### config.mk
export PLATFORM = sky130hd
export DESIGN_NAME = mem_access_initiator
export DESIGN_NICKNAME = d
export VERILOG_FILES = /design/src/rtl/mem_access_initiator.sv
export SDC_FILE = /design/constraint.sdc
export NUM_CORES = 1
export LEC_CHECK = 0
export BUFFER_PORTS_ARGS = -buffer_cell sky130_fd_sc_hd__buf_4
export CORE_MARGIN = 2
export CORE_UTILIZATION = 49
export DETAILED_ROUTE_END_ITERATION = 12
export PLACE_DENSITY = 0.86
export SKIP_CTS_REPAIR_TIMING = 1
export SLEW_MARGIN = 10
export SYNTH_ARGS = -nofsm -noshare
export SYNTH_HDL_FRONTEND = slang
export SYNTH_SLANG_ARGS = --single-unit
### constraint.sdc
create_clock -name clk_i -period 5.45 [get_ports clk_i]
set_input_delay 0 -clock clk_i [delete_from_list [all_inputs] [get_ports clk_i]]
set_output_delay 0 -clock clk_i [all_outputs]
set_load 0.01 [all_outputs]
### src/rtl/mem_access_initiator.sv
// Load/store sequencer for the pseudo-MMU port: strobes, ready handshake,
// sub-word read-before-write and misalignment trapping.
module mem_access_initiator #(
    parameter int DATA_WIDTH = 32,
    parameter int RD_WAIT    = 1
) (
    input  logic                  clk_i,
    input  logic                  reset_ni,
    input  logic                  req_i,
    input  logic                  we_i,
    input  logic [2:0]            funct3_i,
    input  logic [DATA_WIDTH-1:0] addr_i,
    input  logic [DATA_WIDTH-1:0] wdata_i,
    output logic                  busy_o,
    output logic                  done_o,
    output logic                  misalign_o,
    output logic [DATA_WIDTH-1:0] rdata_o,
    output logic [DATA_WIDTH-1:0] mem_addr_o,
    output logic [DATA_WIDTH-1:0] mem_wd_o,
    output logic [2:0]            mem_funct3_o,
    output logic                  mem_mrd_no,
    output logic                  mem_mwr_no,
    input  logic                  mem_rdy_i,
    input  logic [DATA_WIDTH-1:0] mem_rd_i
);

    localparam int CNT_W = (RD_WAIT < 1) ? 1 : $clog2(RD_WAIT + 1);

    typedef enum logic [2:0] {
        S_IDLE,
        S_READ,
        S_WRITE,
        S_DONE,
        S_FAULT
    } state_t;

    state_t             state, state_nxt;
    logic               we_q;
    logic [CNT_W-1:0]   wait_cnt;
    logic               misalign_req;
    logic               rd_last;
    logic               subword_q;

    always_comb begin
        case (funct3_i[1:0])
            2'b00:   misalign_req = 1'b0;
            2'b01:   misalign_req = addr_i[0];
            2'b10:   misalign_req = |addr_i[1:0];
            default: misalign_req = 1'b1;
        endcase
    end

    // Data is sampled on the ready cycle after RD_WAIT ready cycles have elapsed.
    assign rd_last   = (state == S_READ) && mem_rdy_i && (wait_cnt == CNT_W'(RD_WAIT));
    assign subword_q = we_q && (mem_funct3_o[1:0] != 2'b10);

    // NOTE: state registers use non-blocking assignments so every flop samples
    // pre-edge values; blocking here would create order-dependent simulation.
    always_ff @(posedge clk_i or negedge reset_ni) begin
        if (!reset_ni) state <= S_IDLE;
        else           state <= state_nxt;
    end

    // NOTE: every output of this block gets a default first, otherwise any path
    // that misses an assignment infers a latch.
    always_comb begin
        state_nxt  = state;
        busy_o     = 1'b1;
        done_o     = 1'b0;
        misalign_o = 1'b0;
        mem_mrd_no = 1'b1;
        mem_mwr_no = 1'b1;
        case (state)
            S_IDLE: begin
                busy_o = 1'b0;
                if (req_i) begin
                    if (misalign_req)                             state_nxt = S_FAULT;
                    else if (!we_i || (funct3_i[1:0] != 2'b10))   state_nxt = S_READ;
                    else                                          state_nxt = S_WRITE;
                end
            end
            S_READ: begin
                mem_mrd_no = 1'b0;
                if (rd_last) state_nxt = subword_q ? S_WRITE : S_DONE;
            end
            S_WRITE: begin
                mem_mwr_no = 1'b0;
                if (mem_rdy_i) state_nxt = S_DONE;
            end
            S_DONE: begin
                done_o    = 1'b1;
                state_nxt = S_IDLE;
            end
            S_FAULT: begin
                done_o     = 1'b1;
                misalign_o = 1'b1;
                state_nxt  = S_IDLE;
            end
            default: state_nxt = S_IDLE;
        endcase
    end

    always_ff @(posedge clk_i or negedge reset_ni) begin
        if (!reset_ni) begin
            we_q         <= 1'b0;
            mem_addr_o   <= '0;
            mem_wd_o     <= '0;
            mem_funct3_o <= '0;
            rdata_o      <= '0;
            wait_cnt     <= '0;
        end else begin
            if ((state == S_IDLE) && req_i) begin
                we_q         <= we_i;
                mem_addr_o   <= addr_i;
                mem_wd_o     <= wdata_i;
                mem_funct3_o <= funct3_i;
            end
            if (rd_last && !we_q) rdata_o <= mem_rd_i;
            // Counts ready cycles only; stalls hold the count.
            if (state != S_READ || rd_last) wait_cnt <= '0;
            else if (mem_rdy_i)             wait_cnt <= wait_cnt + CNT_W'(1);
        end
    end

endmodule
==> summary.md, run 1 <==
| Metric | Value |
|---|---|
| Status | finished, final reports clean |
| Layout Utilization | 85.1% |
| WP data required | 5.70 ns |
| CTS tree | built |
| FF+latch count, synth | 104 |
| Via count | 3392 |
| I/O pins | 208 |
| Hold WC Path Type | primary input to flip-flop |
| Die Height | 94.8 um |
| Syn nets | 354 |
| Tot GR Track Use | 20.6% |
| HP Start | req_i |
| Hold Crit Endpoint | state[0] |
| Top-count cell post-synth | dfrtp_1 |
| CTS Buf Count | 9 |
| R2R setup slack | 3.25 ns |
| Cell count after synthesis | 250 |
| Syn Std Cell Area | 0.00404 mm2 |
| EDFF count, synth | 0 |
| Max clock buf depth | 2 |
| Worst Hold Path Cells | 4 |
| Register Area | 0.00260 mm2 |
| Met2 Usage GRT | 34.4% |
| Pins Over Slew Limit | 0 |
| Vias in the first global route | 3003 |
| Drt pass-1 iters | 4 |
| Hold Violations, Final | 0 |
| Ratio of cells with drive above 1 in the final layout | 57.3% |
| Layout area overhead | 70.4% |
| Setup_tns | 0 ns |
| Worst hold slack | 0.102 ns |
| Sink Count | 104 |
| Synth area leaders | dfrtp_1 (64%), mux2_2 (27%), mux2_1 (1.1%) |
| Tcrit/Tclk final | 40.3% |
| Multi-input logic area | 0.00135 mm2 |
| Via density | 5.06 |
| Worst Path Class, Setup | flip-flop to flip-flop |
| Crit end category | flip-flop |
| Fill cell count | 361 |
| Placed Area | 0.00566 mm2 |
| Most frequent cells after synthesis | dfrtp_1 (104), mux2_2 (96), buf_2 (5) |
| GR Overflow Total | 0 |
| First-pass GRT wire length | 14200 um |
| Total Die Area | 0.00899 mm2 |
| # H-tree levels | 3 |
| Critical path fanouts, max | 68 |
| Design Area, Final | 0.00689 mm2 |
| Seq/Total Area, Yosys | 64.4% |
| P per Cell Area | 515 mW/mm2 |
| Standard-cell rows | 33 |
| Yosys top cell by area | dfrtp_1 |
| Fraction of registers with async set/reset | 100% |
| Main synth FF type | dfrtp_1 |
| Avg WL per Cell | 19.7 um |
| Pleak | 0.00325 uW |
| Placer Congestion | 0.829 |
| Slew headroom | 43.4% |
| R2r endpoint | mem_addr_o[25] |
| CTS clk-pin slew, worst paths | 0.10 ns |
| Die X | 94.8 um |
| Starting Density | 50.0% |
| Crit path launch | state[1] |
| Synth top area share | 64.4% |
| Reg2reg path depth | 4 |
| Critical Path Start Type | flip-flop |
| Non-Filler Instances | 670 |
| Clk_lat worst skew | 0.36 ns |
| Worst EP arrival | 2.44 ns |
| Antenna-violating nets left | 0 |
| MaxCap Viol Count | 0 |
| Synth cell types | 28 |
| Setup-failing EPs final | 0 |
| Placed cell count | 553 |
| Initial antenna violation count | 0 |
| Largest net degree at the start of global routing | 69 |
| GRT busiest layer | met2 |
| Met1 Use GR | 23.7% |
| HPWL Detailed | 7080 um |
| DRC Markers | 0 |
| Root Buffer | clkbuf_8 |
| Final nets | 665 |
| # port buffers | 207 |
| RSZ-0062 raised after global routing | false |
| Fmax | 455 MHz |
| Worst vdd ir | 0.298 mV |
| Slew @ Worst Pin | 0.849 ns |
| Worst Clk Skew | 0.0185 ns |
| Synth warn | 0 |
| Worst reg2reg path startpoint | state[1] |
| Total core area | 0.00809 mm2 |
| Routing usage on met3 | 8.62% |
| DRT iter0 DRCs | 151 |
| Routed WL | 13200 um |
| N_diodes | 0 |
| Minimum clock period after layout | 2.20 ns |
| Syn Area/Cell | 16.2 um2 |
-- kinds of logic (layout without fill, tap and decap cells) --
logic type	count (synthesis)	in the layout	synth area share [%]
multiplexers	100	100	27.9
AO/OA/AOI/OAI	10	10	1.67
XOR/XNOR	1	1	0.217
buffers and inverters	13	328	2.29
AND/OR/NAND/NOR	22	22	3.59
flip-flops	104	104	64.4
-- metrics by stage --
step           setup slack, ns  total power, uW
6_report                  3.25             3550
5_1_grt                   3.12             3730
4_1_cts                   3.31             3400
3_5_place_dp              3.34             2910
3_3_place_gp              3.38             2840
2_1_floorplan             3.66             2100
-- layout make-up --
type / count / area share (%)
repair buffers: 312 / 37.7
flip-flops and latches: 104 / 37.8
clock inverters: 2 / 0.545
inverters: 1 / 0.0545
clock buffers: 13 / 2.45
well taps: 105 / 1.91
multi-input cells: 133 / 19.6
-- worst max-delay path by stage --
stage | to | depth (start not counted)
after detailed placement | mem_addr_o[21] | 4
after global routing | mem_addr_o[25] | 4
final | mem_addr_o[25] | 4
after CTS | mem_addr_o[21] | 4
after global placement | mem_addr_o[15] | 4
after floorplan | rdata_o[14] | 4
-- worst max-delay path: stages (launching register included) --
cell and delay (ns):
dfrtp_1 0.47, nor3_2 0.30, and2_2 0.18, buf_4 0.66, mux2_2 0.45
-- cell usage in the layout, fill, tap and decap left out --
cell and count:
a2111oi_0 1, a21oi_1 3, a31oi_1 1, and2_1 1
and2_2 1, and3_1 1, buf_4 210, bufinv_16 1
clkbuf_1 1, clkbuf_8 12, clkinvlp_4 1, dfrtp_1 104
dlygate4sd3_1 102, inv_1 1, mux2_1 4, mux2_2 96
nand2_1 1, nand2b_1 4, nand3_1 2, nand3b_1 2
nor2_1 3, nor2b_1 3, nor3_1 1, nor3_2 1
nor3_4 1, o211ai_1 1, o21ai_0 1, o21bai_1 1
o2bb2ai_1 1, o32ai_1 1, or3b_4 1, xnor2_1 1
-- state kept, by name, indices dropped and copies added (netlist names) --
name	flops
rdata_o	32
mem_wd_o	32
state	3
mem_funct3_o	3
we_q	1
mem_addr_o	32
wait_cnt	1
-- where the power goes --
part / leakage [uW] / total, uW / switching (uW) / internal (uW)
clock network: 0.000102 / 507 / 258 / 249
registers: 0.00125 / 1430 / 267 / 1160
logic: 0.00190 / 1620 / 677 / 942
total: 0.00325 / 3550 / 1200 / 2350
-- routing by layer --
metal	wire length, um	up-vias
li1	-	1501
met1	5020	1694
met4	184	0
met5	0	-
met2	6900	179
met3	1080	18
No activity file was read; power rests on OpenSTA's default activity.
==> inputs of run 2 (changes only) <==
- CORE_UTILIZATION: 49 -> 41
- PLACE_DENSITY: 0.86 -> 0.76
- clock period: 5.45 -> 2 ns (I/O delays scaled with it)
==> run 2 against run 1 <==
Compared with the run above:
- non-clock buffer count increased by 2
- largest power group unchanged
- register-to-register slack worse by 3.1 ns
- largest cell class is now buffers
- die area increased by 19%
- first-iteration DRC count shrank 60%
==> summary.md, run 2 (same netlist as run 1, synthesis figures left out) <==
| Metric | Value |
|---|---|
| Status | finished, final reports clean |
| Biggest regs | mem_addr_o (32), mem_wd_o (32), rdata_o (32) |
| Tcrit/Tclk final | 93.1% (+53 points) |
| Hold Violations, Final | 0 (unchanged) |
| Routed WL | 11000 um (-17%) |
| RSZ-0062 raised after global routing | false |
| Vias in the first global route | 2819 (-6.1%) |
| CTS Buf Count | 9 (unchanged) |
| P per Cell Area | 1340 mW/mm2 (+160%) |
| Final WS setup | 0.139 ns (-3.11 ns) |
| Critical path fanouts, max | 32 (-53%) |
| Clk_lat worst skew | 0.35 ns (about the same) |
| MaxCap Viol Count | 0 (unchanged) |
| Most common cell after layout, fill and taps aside | buf_4 |
| Sink Count | 104 (unchanged) |
| Initial antenna violation count | 0 (unchanged) |
| Drt pass-1 iters | 4 (unchanged) |
| Met2 Usage GRT | 26.6% (-7.8 points) |
| Routing usage on met3 | 6.05% (-2.6 points) |
| Max clock buf depth | 2 (unchanged) |
| Die X | 103 um (+8.9%) |
| Non-Filler Instances | 701 (+4.6%) |
| Tot GR Track Use | 16.3% (-4.3 points) |
| Crit-path max cell delay | 0.49 ns (-0.17 ns) |
| Via density | 4.64 (-8.4%) |
| Root Buffer | clkbuf_8 |
| Dpl ws | 0.149 ns (-3.19 ns) |
| Antenna-violating nets left | 0 (unchanged) |
| DRC Markers | 0 (unchanged) |
| Placer Congestion | 0.854 (+3.1%) |
| R2R setup slack | 0.14 ns (-3.11 ns) |
| # port buffers | 207 (unchanged) |
| Setup_tns | 0 ns (unchanged) |
| Pwr Total | 9340 uW (+160%) |
| Avg WL per Cell | 15.7 um (-20%) |
| Final nets | 667 (+0.30%) |
| Setup-failing EPs final | 0 (unchanged) |
| Worst Path Class, Setup | flip-flop to flip-flop |
| Largest net degree at the start of global routing | 83 (+20%) |
| CTS clk-pin slew, worst paths | 0.10 ns (about the same) |
| Cell family with most CP delay | simple AND/OR/NAND/NOR gates |
| WP data required | 2.23 ns (-3.47 ns) |
| Critical Path Slowest Stage Cell | dfrtp_1 |
| HPWL Detailed | 6870 um (-3.1%) |
| CTS tree | built |
| Critical Path Start Type | flip-flop |
| Buf/Inv on CP | 1 (unchanged) |
| Die Height | 103 um (+8.9%) |
| Pins Over Slew Limit | 0 (unchanged) |
| Hold WC Path Type | primary input to async pin |
| Most frequent cells in the layout | buf_4 (207), dfrtp_1 (104), dlygate4sd3_1 (102) |
| Worst Clk Skew | 0.0124 ns (-0.00607 ns) |
| Starting Density | 41.7% (-8.2 points) |
| Met1 Use GR | 19.0% (-4.7 points) |
| Total core area | 0.00968 mm2 (+20%) |
| Total Die Area | 0.0107 mm2 (+19%) |
| First-pass GRT wire length | 13200 um (-6.7%) |
| Layout area overhead | 72.7% |
| I/O pins | 208 (unchanged) |
| Worst hold slack | 0.0763 ns (-0.0257 ns) |
| Slew headroom | 70.0% (+27 points) |
| Slew @ Worst Pin | 0.439 ns (-0.410 ns) |
| Standard-cell rows | 36 (+9.1%) |
| # H-tree levels | 3 (unchanged) |
| Via count | 3251 (-4.2%) |
| Pleak | 0.00327 uW (+0.56%) |
| N_diodes | 0 (unchanged) |
| DRT iter0 DRCs | 60 (-60%) |
| Fmax | 537 MHz (+18%) |
| Worst EP arrival | 2.09 ns (-0.35 ns) |
| Crit end category | flip-flop |
| Ratio of cells with drive above 1 in the final layout | 57.4% (about the same) |
| GRT busiest layer | met2 |
| Worst vdd ir | 0.768 mV (+160%) |
| GR Overflow Total | 0 (unchanged) |
| CP Cell Sequence | or3b_4 > nor3_4 > buf_12 > mux2_1 |
| Minimum clock period after layout | 1.86 ns (-0.336 ns) |
| Placed cell count | 583 (+5.4%) |
==> run 2: changes by cell type in the layout (fill, tap and decap cells not counted) <==
| cell | delta |
|---|---|
| buf_12 | +5 |
| buf_4 | -3 |
| bufinv_16 | -1 |
| clkbuf_1 | +1 |
| clkinv_2 | +1 |
==> run 2: area by class of cell <==
type / instances / area [um2]
multi-input combinational: 133 / 1350
clock inverter: 2 / 12.5
inverter: 1 / 3.75
timing repair buffer: 314 / 2680
clock buffer: 14 / 173
tap: 133 / 166
sequential: 104 / 2600
fill: 629 / 2700
==> run 2: worst register-to-register path: cells and delay by family (launching register included) <==
family	cells	cell delay (ns)
buffers and inverters	1	0.23
flip-flops	1	0.49
multiplexers	1	0.37
AND/OR/NAND/NOR	2	0.65
==> run 2: path summary, 6_finish.rpt <==
kind,start,end,depth (start not counted)
setup / recovery,state[2],rdata_o[7],4
hold / removal,reset_ni,rdata_o[20],2
setup reg to reg,state[2],rdata_o[7],4
hold reg to reg,rdata_o[12],rdata_o[12],1
max in group asynchronous,reset_ni,mem_addr_o[28],3
min in group clk_i,req_i,state[0],4
==> run 2: report_power, final <==
| group | total [uW] | switching, uW | internal [uW] |
|---|---|---|---|
| Combinational | 4330 | 1710 | 2620 |
| Sequential | 3780 | 627 | 3160 |
| Clock | 1220 | 667 | 556 |
==> run 2: stage by stage <==
stage / area (um2) / util [%]
global placement: 5780 / 59.6
finish: 6980 / 72.1
floorplan: 4040 / -
detailed placement: 5780 / 59.6
CTS: 5960 / 61.6
global route: 6980 / 72.1
==> run 2: per-layer routing <==
metal,vias to the layer above,wire [um]
met3,21,792
li1,1511,-
met5,-,0
met2,131,5690
met1,1588,4270
met4,0,225
==> inputs of run 3 (changes only) <==
- PLACE_DENSITY: 0.76 -> 0.75
- SKIP_CTS_REPAIR_TIMING: 1 -> unset
==> run 3 against run 2 <==
Compared with the run above:
- first-iteration DRC count fell by 60%
- combinational power barely moved
- total power rose by 2.8%
- global-route usage rose by 4.0 points
- via count rose by 1.1%
- clock power rose by 18%
- die area did not move
- critical path type unchanged
- critical endpoint unchanged
- largest power group unchanged
- highest routed layer unchanged
==> summary.md, run 3 (same netlist as run 1, synthesis figures left out) <==
| Metric | Value |
|---|---|
| Hold Violations, Final | 0 (unchanged) |
| CTS tree | built |
| Worst Clk Skew | 0.0106 ns (-0.00182 ns) |
| Starting Density | 41.7% (unchanged) |
| Met1 WL | 4300 um (+0.84%) |
| Ratio of cells with drive above 1 in the final layout | 57.7% (+0.28 points) |
| Dpl ws | 0.153 ns (+0.00379 ns) |
| Largest net degree at the start of global routing | 53 (-36%) |
| P_sw | 3090 uW (+3.0%) |
| Die X | 103 um (unchanged) |
| Standard-cell rows | 36 (unchanged) |
| Pint | 6500 uW (+2.7%) |
| WP data required | 2.23 ns (about the same) |
| P per Cell Area | 1370 mW/mm2 (+2.2%) |
| Total core area | 0.00968 mm2 (unchanged) |
| Total Die Area | 0.0107 mm2 (unchanged) |
| Avg WL per Cell | 16.4 um (+4.7%) |
| Sink Count | 104 (unchanged) |
| Vias in the first global route | 3449 (+22%) |
| Highest metal used | met4 |
| Most frequent cells in the layout | buf_4 (208), dfrtp_1 (104), dlygate4sd3_1 (102) |
| Initial antenna violation count | 0 (unchanged) |
| Pleak | 0.00329 uW (+0.70%) |
| CTS clk-pin slew, worst paths | 0.09 ns (about the same) |
| Tot GR Track Use | 20.4% (+4.0 points) |
| Slew headroom | 51.7% (-18 points) |
| Fmax | 528 MHz (-1.7%) |
| N_diodes | 0 (unchanged) |
| Final WS setup | 0.106 ns (-0.0323 ns) |
| Worst Path Class, Setup | flip-flop to flip-flop |
| Via count | 3288 (+1.1%) |
| Critical path fanouts, max | 32 (unchanged) |
| Fill cell count | 619 (-1.6%) |
| Routed WL | 11500 um (+4.6%) |
| Layout area overhead | 73.6% |
| Clk_lat worst skew | 0.35 ns (about the same) |
| Via density | 4.70 (+1.3%) |
| CTS Buf Count | 9 (unchanged) |
| Drt pass-1 iters | 5 (+1) |
| Status | finished, final reports clean |
| Worst EP arrival | 2.12 ns (+0.03 ns) |
| Switching share of power | 32.2% (+0.059 points) |
| R2R setup slack | 0.11 ns (-0.03 ns) |
| Final nets | 668 (+0.15%) |
| Die Height | 103 um (unchanged) |
| Tcrit/Tclk final | 94.7% (+1.6 points) |
| Placer Congestion | 0.812 (-5.0%) |
| RSZ-0062 raised after global routing | false |
| PostCTS Resize Cnt | 0 |
| Sequential Power Share | 39.5% (-1.0 points) |
| HPWL Detailed | 6870 um (about the same) |
| Comb pwr share | 45.5% (-0.9 points) |
| MaxCap Viol Count | 0 (unchanged) |
| Pins Over Slew Limit | 0 (unchanged) |
| GR Overflow Total | 0 (unchanged) |
| Setup-failing EPs final | 0 (unchanged) |
| DR WL met3 | 803 um (+1.4%) |
| First-pass GRT wire length | 16600 um (+25%) |
| Most common cell after layout, fill and taps aside | buf_4 |
| Crit end category | flip-flop |
| Met2 WL | 6090 um (+7.0%) |
| # H-tree levels | 3 (unchanged) |
| Hold WC Path Type | primary input to flip-flop |
| # port buffers | 207 (unchanged) |
| Worst vdd ir | 0.827 mV (+7.7%) |
| DRT iter0 DRCs | 24 (-60%) |
| Root Buffer | clkbuf_8 |
| Max clock buf depth | 2 (unchanged) |
| Antenna-violating nets left | 0 (unchanged) |
| Critical Path Start Type | flip-flop |
| I/O pins | 208 (unchanged) |
| Minimum clock period after layout | 1.89 ns (+0.0323 ns) |
| Worst hold slack | 0.0697 ns (-0.00654 ns) |
| Setup_tns | 0 ns (unchanged) |
| Slew @ Worst Pin | 0.724 ns (+0.285 ns) |
| Biggest regs | mem_addr_o (32), mem_wd_o (32), rdata_o (32) |
| DRC Markers | 0 (unchanged) |
| Clk pwr share | 15.0% (+1.9 points) |
[run 3: changes by cell type in the layout (fill, tap and decap cells not counted), sizes merged]
cell	before	now
clkinvlp	1	0
buf	212	213
bufinv	0	2
inv	1	3
clkbuf	14	10
clkinv	1	0
[run 3: routing by layer]
metal	GRT usage, %	up-vias
li1	-	1519
met1	23.0	1602
met2	36.8	145
met3	4.77	22
met4	8.70	0
met5	0	-
[run 3: path summary, 6_finish.rpt]
kind | endpoint | startpoint | cells after the start
max in group asynchronous | mem_wd_o[7] | reset_ni | 3
min reg2reg | rdata_o[12] | rdata_o[12] | 1
min in group asynchronous | rdata_o[10] | reset_ni | 2
max reg2reg | rdata_o[7] | state[0] | 4
max | rdata_o[7] | state[0] | 4
min | state[0] | req_i | 4
[run 3: power groups by stage]
stage | clock [uW] | sequential, uW | combinational (uW)
final | 1440 | 3790 | 4360
after global routing | 1550 | 3930 | 4660
after CTS | 1470 | 3750 | 4330
after detailed placement | 0 | 3780 | 4160
after global placement | 0 | 3740 | 4060
after floorplan | 0 | 4190 | 1530
[run 3: worst max-delay path, stage by stage (launching register included)]
cell	delay [ns]
dfrtp_1	0.51
or3b_4	0.45
nor3_4	0.20
buf_12	0.22
mux2_1	0.36
[run 3: area by class of cell]
| type | instances | area, um2 | area share [%] |
|---|---|---|---|
| Tap cell | 133 | 166 | 2.37 |
| Inverter | 1 | 3.75 | 0.0535 |
| Multi-Input combinational cell | 133 | 1350 | 19.2 |
| Clock inverter | 4 | 77.6 | 1.11 |
| Clock buffer | 10 | 138 | 1.96 |
| Timing Repair Buffer | 315 | 2680 | 38.2 |
| Sequential cell | 104 | 2600 | 37.1 |
[run 3: per-stage QoR]
| step | std cells | power, uW | utilization (%) | area, um2 |
|---|---|---|---|---|
| final | 700 | 9600 | 72.5 | 7020 |
| after global routing | 700 | 10100 | 72.5 | 7020 |
| after CTS | 700 | 9550 | 72.5 | 7020 |
| after detailed placement | 584 | 7950 | 59.7 | 5780 |
| after global placement | 584 | 7800 | 59.7 | 5780 |
| after floorplan | 250 | 5720 | - | 4040 |
[run 3: what timing repair did]
item,in CTS,in global routing
hold endpoints to repair,152,0
setup buffers,0,0
hold buffers,102,0
